===== src/rtl/bcd_timer_pkg.sv =====
// Shared types and constants for the two-digit BCD countdown timer.
// Holds the run-state enum, the active-low 7-segment table and a preset clamp helper.
package bcd_timer_pkg;

   typedef enum logic [1:0] {
      IDLE  = 2'd0,
      RUN   = 2'd1,
      PAUSE = 2'd2,
      DONE  = 2'd3
   } state_t;

   // Active-low {dp,g,f,e,d,c,b,a}; dp kept off (1) in every code.
   localparam logic [7:0] SEG_BLANK = 8'hFF;

   // Index 0 is the rightmost entry: digit n lives at SEG_TABLE[n].
   localparam logic [9:0][7:0] SEG_TABLE = {
      8'h90, 8'h80, 8'hF8, 8'h82, 8'h92,
      8'h99, 8'hB0, 8'hA4, 8'hF9, 8'hC0
   };

   // Switch values above 9 saturate to 9 so the tens digit stays valid BCD.
   function automatic logic [3:0] clamp_bcd(input logic [3:0] v);
      logic [3:0] r;
      if (v > 4'd9) begin
         r = 4'd9;
      end else begin
         r = v;
      end
      return r;
   endfunction

endpackage


===== src/rtl/seg7_decoder.sv =====
// Combinational BCD digit to active-low 7-segment code.
// Non-BCD inputs (10..15) produce a blank display.
module seg7_decoder
   import bcd_timer_pkg::*;
(
   input  logic [3:0] bcd,
   output logic [7:0] seg
);

   // Table lookup with blank fallback for illegal digits.
   always_comb begin
      seg = SEG_BLANK;
      case (bcd)
         4'd0:    seg = SEG_TABLE[4'd0];
         4'd1:    seg = SEG_TABLE[4'd1];
         4'd2:    seg = SEG_TABLE[4'd2];
         4'd3:    seg = SEG_TABLE[4'd3];
         4'd4:    seg = SEG_TABLE[4'd4];
         4'd5:    seg = SEG_TABLE[4'd5];
         4'd6:    seg = SEG_TABLE[4'd6];
         4'd7:    seg = SEG_TABLE[4'd7];
         4'd8:    seg = SEG_TABLE[4'd8];
         4'd9:    seg = SEG_TABLE[4'd9];
         default: seg = SEG_BLANK;
      endcase
   end

endmodule


===== src/rtl/bcd_timer_ctrl.sv =====
// Two-digit BCD countdown timer controller with tens/units 7-segment outputs.
// A single start button cycles IDLE -> RUN <-> PAUSE -> DONE -> IDLE.
// Optional feature macro: BLINK_ON_DONE_EN (blink "00" while in DONE).
module bcd_timer_ctrl
   import bcd_timer_pkg::*;
#(
   parameter int TICK_DIV = 50_000_000
)
(
   input  logic       clk_clk,
   input  logic       reset_reset,
   input  logic [3:0] chave,
   input  logic       start,
   output logic [7:0] dezena,
   output logic [7:0] unidade,
   output logic       done,
   output logic       running
);

   localparam int PW = $clog2(TICK_DIV);
   localparam logic [PW-1:0] PRESC_ZERO = {PW{1'b0}};
   localparam logic [PW-1:0] PRESC_ONE  = PW'(1);
   localparam logic [PW-1:0] TICK_MAX   = PW'(TICK_DIV - 1);
`ifdef BLINK_ON_DONE_EN
   localparam logic [PW-1:0] BLINK_HALF = PW'(TICK_DIV / 2);
`endif

   logic          start_meta_r;
   logic          start_sync_r;
   logic          start_prev_r;
   logic          start_pulse_s;

   state_t        state_r;
   state_t        state_nxt_s;
   logic [3:0]    tens_r;
   logic [3:0]    units_r;
   logic [3:0]    tens_nxt_s;
   logic [3:0]    units_nxt_s;
   logic [PW-1:0] presc_r;
   logic [PW-1:0] presc_nxt_s;
   logic          tick_s;

   logic [3:0]    preset_s;
   logic [3:0]    dec_tens_s;
   logic [3:0]    dec_units_s;
   logic          dec_zero_s;

   logic [3:0]    disp_tens_s;
   logic [3:0]    disp_units_s;
   logic [7:0]    tens_code_s;
   logic [7:0]    units_code_s;
   logic          blank_s;

   logic [7:0]    dezena_r;
   logic [7:0]    unidade_r;
   logic          done_r;
   logic          running_r;

   assign preset_s      = clamp_bcd(chave);
   assign tick_s        = (presc_r == TICK_MAX);
   assign start_pulse_s = start_sync_r & ~start_prev_r;

   // Two-flop synchroniser for the raw button, plus the previous-level register for edge detection.
   always_ff @(posedge clk_clk or posedge reset_reset) begin
      if (reset_reset) begin
         start_meta_r <= 1'b0;
         start_sync_r <= 1'b0;
         start_prev_r <= 1'b0;
      end else begin
         start_meta_r <= start;
         start_sync_r <= start_meta_r;
         start_prev_r <= start_sync_r;
      end
   end

   // One-step BCD decrement, saturating at 00 so the count can never wrap.
   always_comb begin
      dec_tens_s  = tens_r;
      dec_units_s = units_r;
      if (units_r != 4'd0) begin
         dec_units_s = units_r - 4'd1;
      end else if (tens_r != 4'd0) begin
         dec_units_s = 4'd9;
         dec_tens_s  = tens_r - 4'd1;
      end else begin
         dec_units_s = 4'd0;
         dec_tens_s  = 4'd0;
      end
      dec_zero_s = (dec_tens_s == 4'd0) && (dec_units_s == 4'd0);
   end

   // State, count and prescaler registers.
   always_ff @(posedge clk_clk or posedge reset_reset) begin
      if (reset_reset) begin
         state_r <= IDLE;
         tens_r  <= 4'd0;
         units_r <= 4'd0;
         presc_r <= PRESC_ZERO;
      end else begin
         state_r <= state_nxt_s;
         tens_r  <= tens_nxt_s;
         units_r <= units_nxt_s;
         presc_r <= presc_nxt_s;
      end
   end

   // Next-state logic; a tick coinciding with a button press decrements before deciding the state.
   always_comb begin
      state_nxt_s = state_r;
      tens_nxt_s  = tens_r;
      units_nxt_s = units_r;
      presc_nxt_s = presc_r;
      case (state_r)
         IDLE: begin
            presc_nxt_s = PRESC_ZERO;
            if (start_pulse_s) begin
               tens_nxt_s  = preset_s;
               units_nxt_s = 4'd0;
               if (preset_s == 4'd0) begin
                  state_nxt_s = DONE;
               end else begin
                  state_nxt_s = RUN;
               end
            end else begin
               state_nxt_s = IDLE;
            end
         end
         RUN: begin
            if (tick_s) begin
               presc_nxt_s = PRESC_ZERO;
               tens_nxt_s  = dec_tens_s;
               units_nxt_s = dec_units_s;
               if (dec_zero_s) begin
                  state_nxt_s = DONE;
               end else if (start_pulse_s) begin
                  state_nxt_s = PAUSE;
               end else begin
                  state_nxt_s = RUN;
               end
            end else begin
               presc_nxt_s = presc_r + PRESC_ONE;
               if (start_pulse_s) begin
                  state_nxt_s = PAUSE;
               end else begin
                  state_nxt_s = RUN;
               end
            end
         end
         PAUSE: begin
            if (start_pulse_s) begin
               state_nxt_s = RUN;
            end else begin
               state_nxt_s = PAUSE;
            end
         end
         DONE: begin
            tens_nxt_s  = 4'd0;
            units_nxt_s = 4'd0;
`ifdef BLINK_ON_DONE_EN
            if (tick_s) begin
               presc_nxt_s = PRESC_ZERO;
            end else begin
               presc_nxt_s = presc_r + PRESC_ONE;
            end
`else
            presc_nxt_s = PRESC_ZERO;
`endif
            if (start_pulse_s) begin
               state_nxt_s = IDLE;
               presc_nxt_s = PRESC_ZERO;
            end else begin
               state_nxt_s = DONE;
            end
         end
         default: begin
            state_nxt_s = IDLE;
            tens_nxt_s  = 4'd0;
            units_nxt_s = 4'd0;
            presc_nxt_s = PRESC_ZERO;
         end
      endcase
   end

   // Digit selection: IDLE previews the preset, DONE forces 00, otherwise the live count.
   always_comb begin
      disp_tens_s  = 4'd0;
      disp_units_s = 4'd0;
      case (state_r)
         IDLE: begin
            disp_tens_s  = preset_s;
            disp_units_s = 4'd0;
         end
         RUN, PAUSE: begin
            disp_tens_s  = tens_r;
            disp_units_s = units_r;
         end
         DONE: begin
            disp_tens_s  = 4'd0;
            disp_units_s = 4'd0;
         end
         default: begin
            disp_tens_s  = 4'd0;
            disp_units_s = 4'd0;
         end
      endcase
   end

   // Blank phase of the DONE blink (second half of each prescaler period).
   always_comb begin
`ifdef BLINK_ON_DONE_EN
      if ((state_r == DONE) && (presc_r >= BLINK_HALF)) begin
         blank_s = 1'b1;
      end else begin
         blank_s = 1'b0;
      end
`else
      blank_s = 1'b0;
`endif
   end

   seg7_decoder u_tens_dec (
      .bcd (disp_tens_s),
      .seg (tens_code_s)
   );

   seg7_decoder u_units_dec (
      .bcd (disp_units_s),
      .seg (units_code_s)
   );

   // Output registers: displays and status flags lag the state/count by one cycle.
   always_ff @(posedge clk_clk or posedge reset_reset) begin
      if (reset_reset) begin
         dezena_r  <= SEG_TABLE[4'd0];
         unidade_r <= SEG_TABLE[4'd0];
         done_r    <= 1'b0;
         running_r <= 1'b0;
      end else begin
         dezena_r  <= blank_s ? SEG_BLANK : tens_code_s;
         unidade_r <= blank_s ? SEG_BLANK : units_code_s;
         done_r    <= (state_r == DONE);
         running_r <= (state_r == RUN);
      end
   end

   assign dezena  = dezena_r;
   assign unidade = unidade_r;
   assign done    = done_r;
   assign running = running_r;

endmodule


===== config.mk =====
export PLATFORM = sky130hd
export DESIGN_NAME = bcd_timer_ctrl
export DESIGN_NICKNAME = d
export VERILOG_FILES = /design/src/rtl/bcd_timer_pkg.sv /design/src/rtl/seg7_decoder.sv /design/src/rtl/bcd_timer_ctrl.sv
export SDC_FILE = /design/constraint.sdc
export NUM_CORES = 1
export LEC_CHECK = 0
export ABC_AREA = 1
export CAP_MARGIN = 20
export CELL_PAD_IN_SITES_DETAIL_PLACEMENT = 1
export CELL_PAD_IN_SITES_GLOBAL_PLACEMENT = 1
export CORE_ASPECT_RATIO = 1.4
export CORE_MARGIN = 1
export CORE_UTILIZATION = 40
export CTS_CLUSTER_SIZE = 25
export DETAILED_ROUTE_END_ITERATION = 12
export PLACE_DENSITY = 0.81
export SKIP_LAST_GASP = 1
export SYNTH_ARGS = -nofsm -noshare
export SYNTH_HDL_FRONTEND = slang
export SYNTH_HIERARCHICAL = 1
export SYNTH_SLANG_ARGS = --single-unit

===== constraint.sdc =====
create_clock -name clk_clk -period 5.3 [get_ports clk_clk]
set_clock_uncertainty 0.15 [all_clocks]
set_input_delay 0.795 -clock clk_clk [delete_from_list [all_inputs] [get_ports clk_clk]]
set_output_delay 0.795 -clock clk_clk [all_outputs]
set_load 0.005 [all_outputs]

==> impl_metrics.yaml <==
synth:
  yosysTopAreaCell: "dfrtp_1"
  async_flop_share: 1.00
  ys_ff_latch: 57
  synth_top_cell_area_share: 0.396
  synth_area_sq_mm: 0.00335
  synth_seq_area_share: 0.427
  synthSimpleGateAreaFrac: 0.327
  synth.mux.area_fraction: 0
  synth_compound_area_frac: 0.0772
  synth-xor-area-share: 0.0183
  synth_cell_types: 39
  syn_avg_cell_area_sq_um: 7.59
  yosys-top-cells-area: "dfrtp_1 (40%), nand2_1 (14%), inv_1 (6.7%)"
  synth_adder_area_share: 0.0634
  yosys_warnings: 6
  synth_edf_count: 0
  syn_inst: 442
  syn_nets: 466
  synth_ff_type: "dfrtp_1"
  synth_top_family_by_area: "simple AND/OR/NAND/NOR gates"
placed_design:
  dpl-instance-area_sq_mm: 0.00368
  place.port_buffers: 24
  dp_hpwl_mm: 6.27
  gp_congestion: 0.822
critical_path:
  worstPathMaxFanout: 5
  criticalPathCategory: "input port to register"
  worstPathRequired_ns: 5.35
  crit_arrival_ns: 2.76
  cp-start-kind: "input port"
  r2r_slack_ns: 2.61
  end_kind: "register"
min_path:
  min_path_type: "register to register"
finish:
  utilization: 0.493
  areaGrowthSynthToFinish_pct: 19.7
  final_layout_size_suffix_gt1_frac: 0.0861
  final_cell_mix: "nand2_1 (124), inv_1 (59), dfrtp_1 (53)"
  fin_nets: 495
  layout_commonest_cell: "nand2_1"
  diodes: 0
  fin_area_sq_mm: 0.00402
clock_tree:
  clk-insertion-delay-late_ns: 0.33
  htreeDepth: 3
  ctsResizeCount: 0
  clkSinkCount: 57
  clk_pin_slew_ns: 0.05
  cts_hold_buffers: 0
  numCtsBuffers: 9
  post-cts-setup-buffers: 0
  clk_path_buf_depth: 2
  cts_tree: "done"
  cts_root_buf: "clkbuf_16"
grt:
  grt_max_degree: 58
  antenna_found_initial: 0
  grt_pass1_vias: 3296
  grt_usage: 0.224
  grt_pass1_wl_mm: 14.8
  grt-ovfl-total: 0
floorplanning:
  io_pins: 25
  core_area_sq_mm: 0.00815
  die_h_um: 110
  start_util: 0.411
  num_rows: 39
  die_w_um: 79.4
  die_area_sq_mm: 0.00876
timing:
  final.setup.tns_ns: 0
  worst_pin_slew_ns: 0.823
  min_period_ns: 2.71
  whs_ns: 0.201
  post-route-period-util: 0.512
  rsz0062_at_grt: "false"
  slew_headroom: 0.451
  hold_violations: 0
  final_max_slew_viol_count: 0
  max_freq_ghz: 0.369
  setup_violations: 0
routing:
  num_vias: 2983
  drt_wl_total_mm: 8.63
  drc: 0
  drtPass1Iterations: 5
  via_per_inst: 5.16
  routedWlPerCell_um: 14.9
  drt_iter0_drc: 134
  drtAntennaViolNets: 0
power:
  p_leak_nw: 1.92
  power_density_mw_per_mm2: 372
  max-vdd-ir-drop_mv: 0.175
run:
  cap_violations: 0
run_status:
  status: "finished, final reports clean"
==> metal layers <==
layer / track usage / up-vias / wire length [um]
met5: 0 / - / 0
met4: 0.104 / 0 / 190
met3: 0.0519 / 13 / 217
met2: 0.442 / 36 / 4970
met1: 0.215 / 1458 / 3250
li1: - / 1476 / -
==> power by group <==
part | leakage, nW | internal, mW | switching, mW
Combinational | 1.01 | 0.122 | 0.209
Clock | 0.162 | 0.435 | 0.201
Sequential | 0.750 | 0.488 | 0.0382
Total | 1.92 | 1.05 | 0.448
==> worst paths after layout <==
kind / start / to / cells past startpoint
min reg2reg: start_meta_r / start_sync_r / 0
max in group asynchronous: reset_reset / presc_r[1] / 3
min: start_meta_r / start_sync_r / 0
max: chave[2] / dezena[3] / 9
min in group asynchronous: reset_reset / presc_r[20] / 3
max reg2reg: state_r[0] / presc_r[13] / 8
==> cell families after synthesis <==
group                    count (synthesis)
AND/OR/NAND/NOR                        244
buffers and inverters                   71
flip-flops                              57
AO/OA/AOI/OAI                           44
adder cells (fa/ha/maj)                 17
XOR/XNOR                                 7
other                                    2
==> cell type report <==
class                      count  area (sq um)
multi-input combinational    314          1640
tap                          102           128
fill                         987          4130
clock inverter                 5          77.6
inverter                      64           240
sequential                    57          1430
timing repair buffer          25           248
clock buffer                  11           253
==> cells in the mapped netlist, types with 2 or more instances <==
master / number
nand2_1: 124
inv_1: 60
dfrtp_1: 53
nor2_1: 47
nand3_1: 22
nor3_1: 20
ha_1: 17
a21oi_1: 13
o21ai_0: 12
nand4_1: 11
o22ai_1: 8
xor2_1: 6
dfstp_2: 4
nor3_2: 4
inv_2: 3
nor4_1: 3
o21ai_2: 3
buf_2: 2
buf_4: 2
clkbuf_1: 2
conb_1: 2
nand3_2: 2
nor2_2: 2
nor2_4: 2
nor3b_1: 2
o21ai_1: 2
o31ai_1: 2
==> through the flow <==
stage	std cells	power (mW)	setup WS (ns)
3_5_place_dp	562	0.859	2.24
4_1_cts	578	1.51	2.59
5_1_grt	578	1.58	2.32
3_3_place_gp	562	0.845	2.45
2_1_floorplan	442	0.742	2.96
6_report	578	1.49	2.59
==> state kept, by name, indices dropped and copies added, names as in the netlist <==
signal	count
units_r	4
state_r	2
start_prev_r	1
unidade	8
tens_r	4
start_meta_r	1
start_sync_r	1
running	1
presc_r	26
dezena	8
done	1
==> worst max-delay path, cell delays in order <==
cell             delay [ns]
clkdlybuf4s50_1        0.45
o21ai_0                0.26
nand2_1                0.14
o22ai_1                0.38
inv_1                  0.17
ha_1                   0.31
nand2_1                0.06
nand3_1                0.13
nand2_1                0.06
No activity file was read; power rests on OpenSTA's default activity.
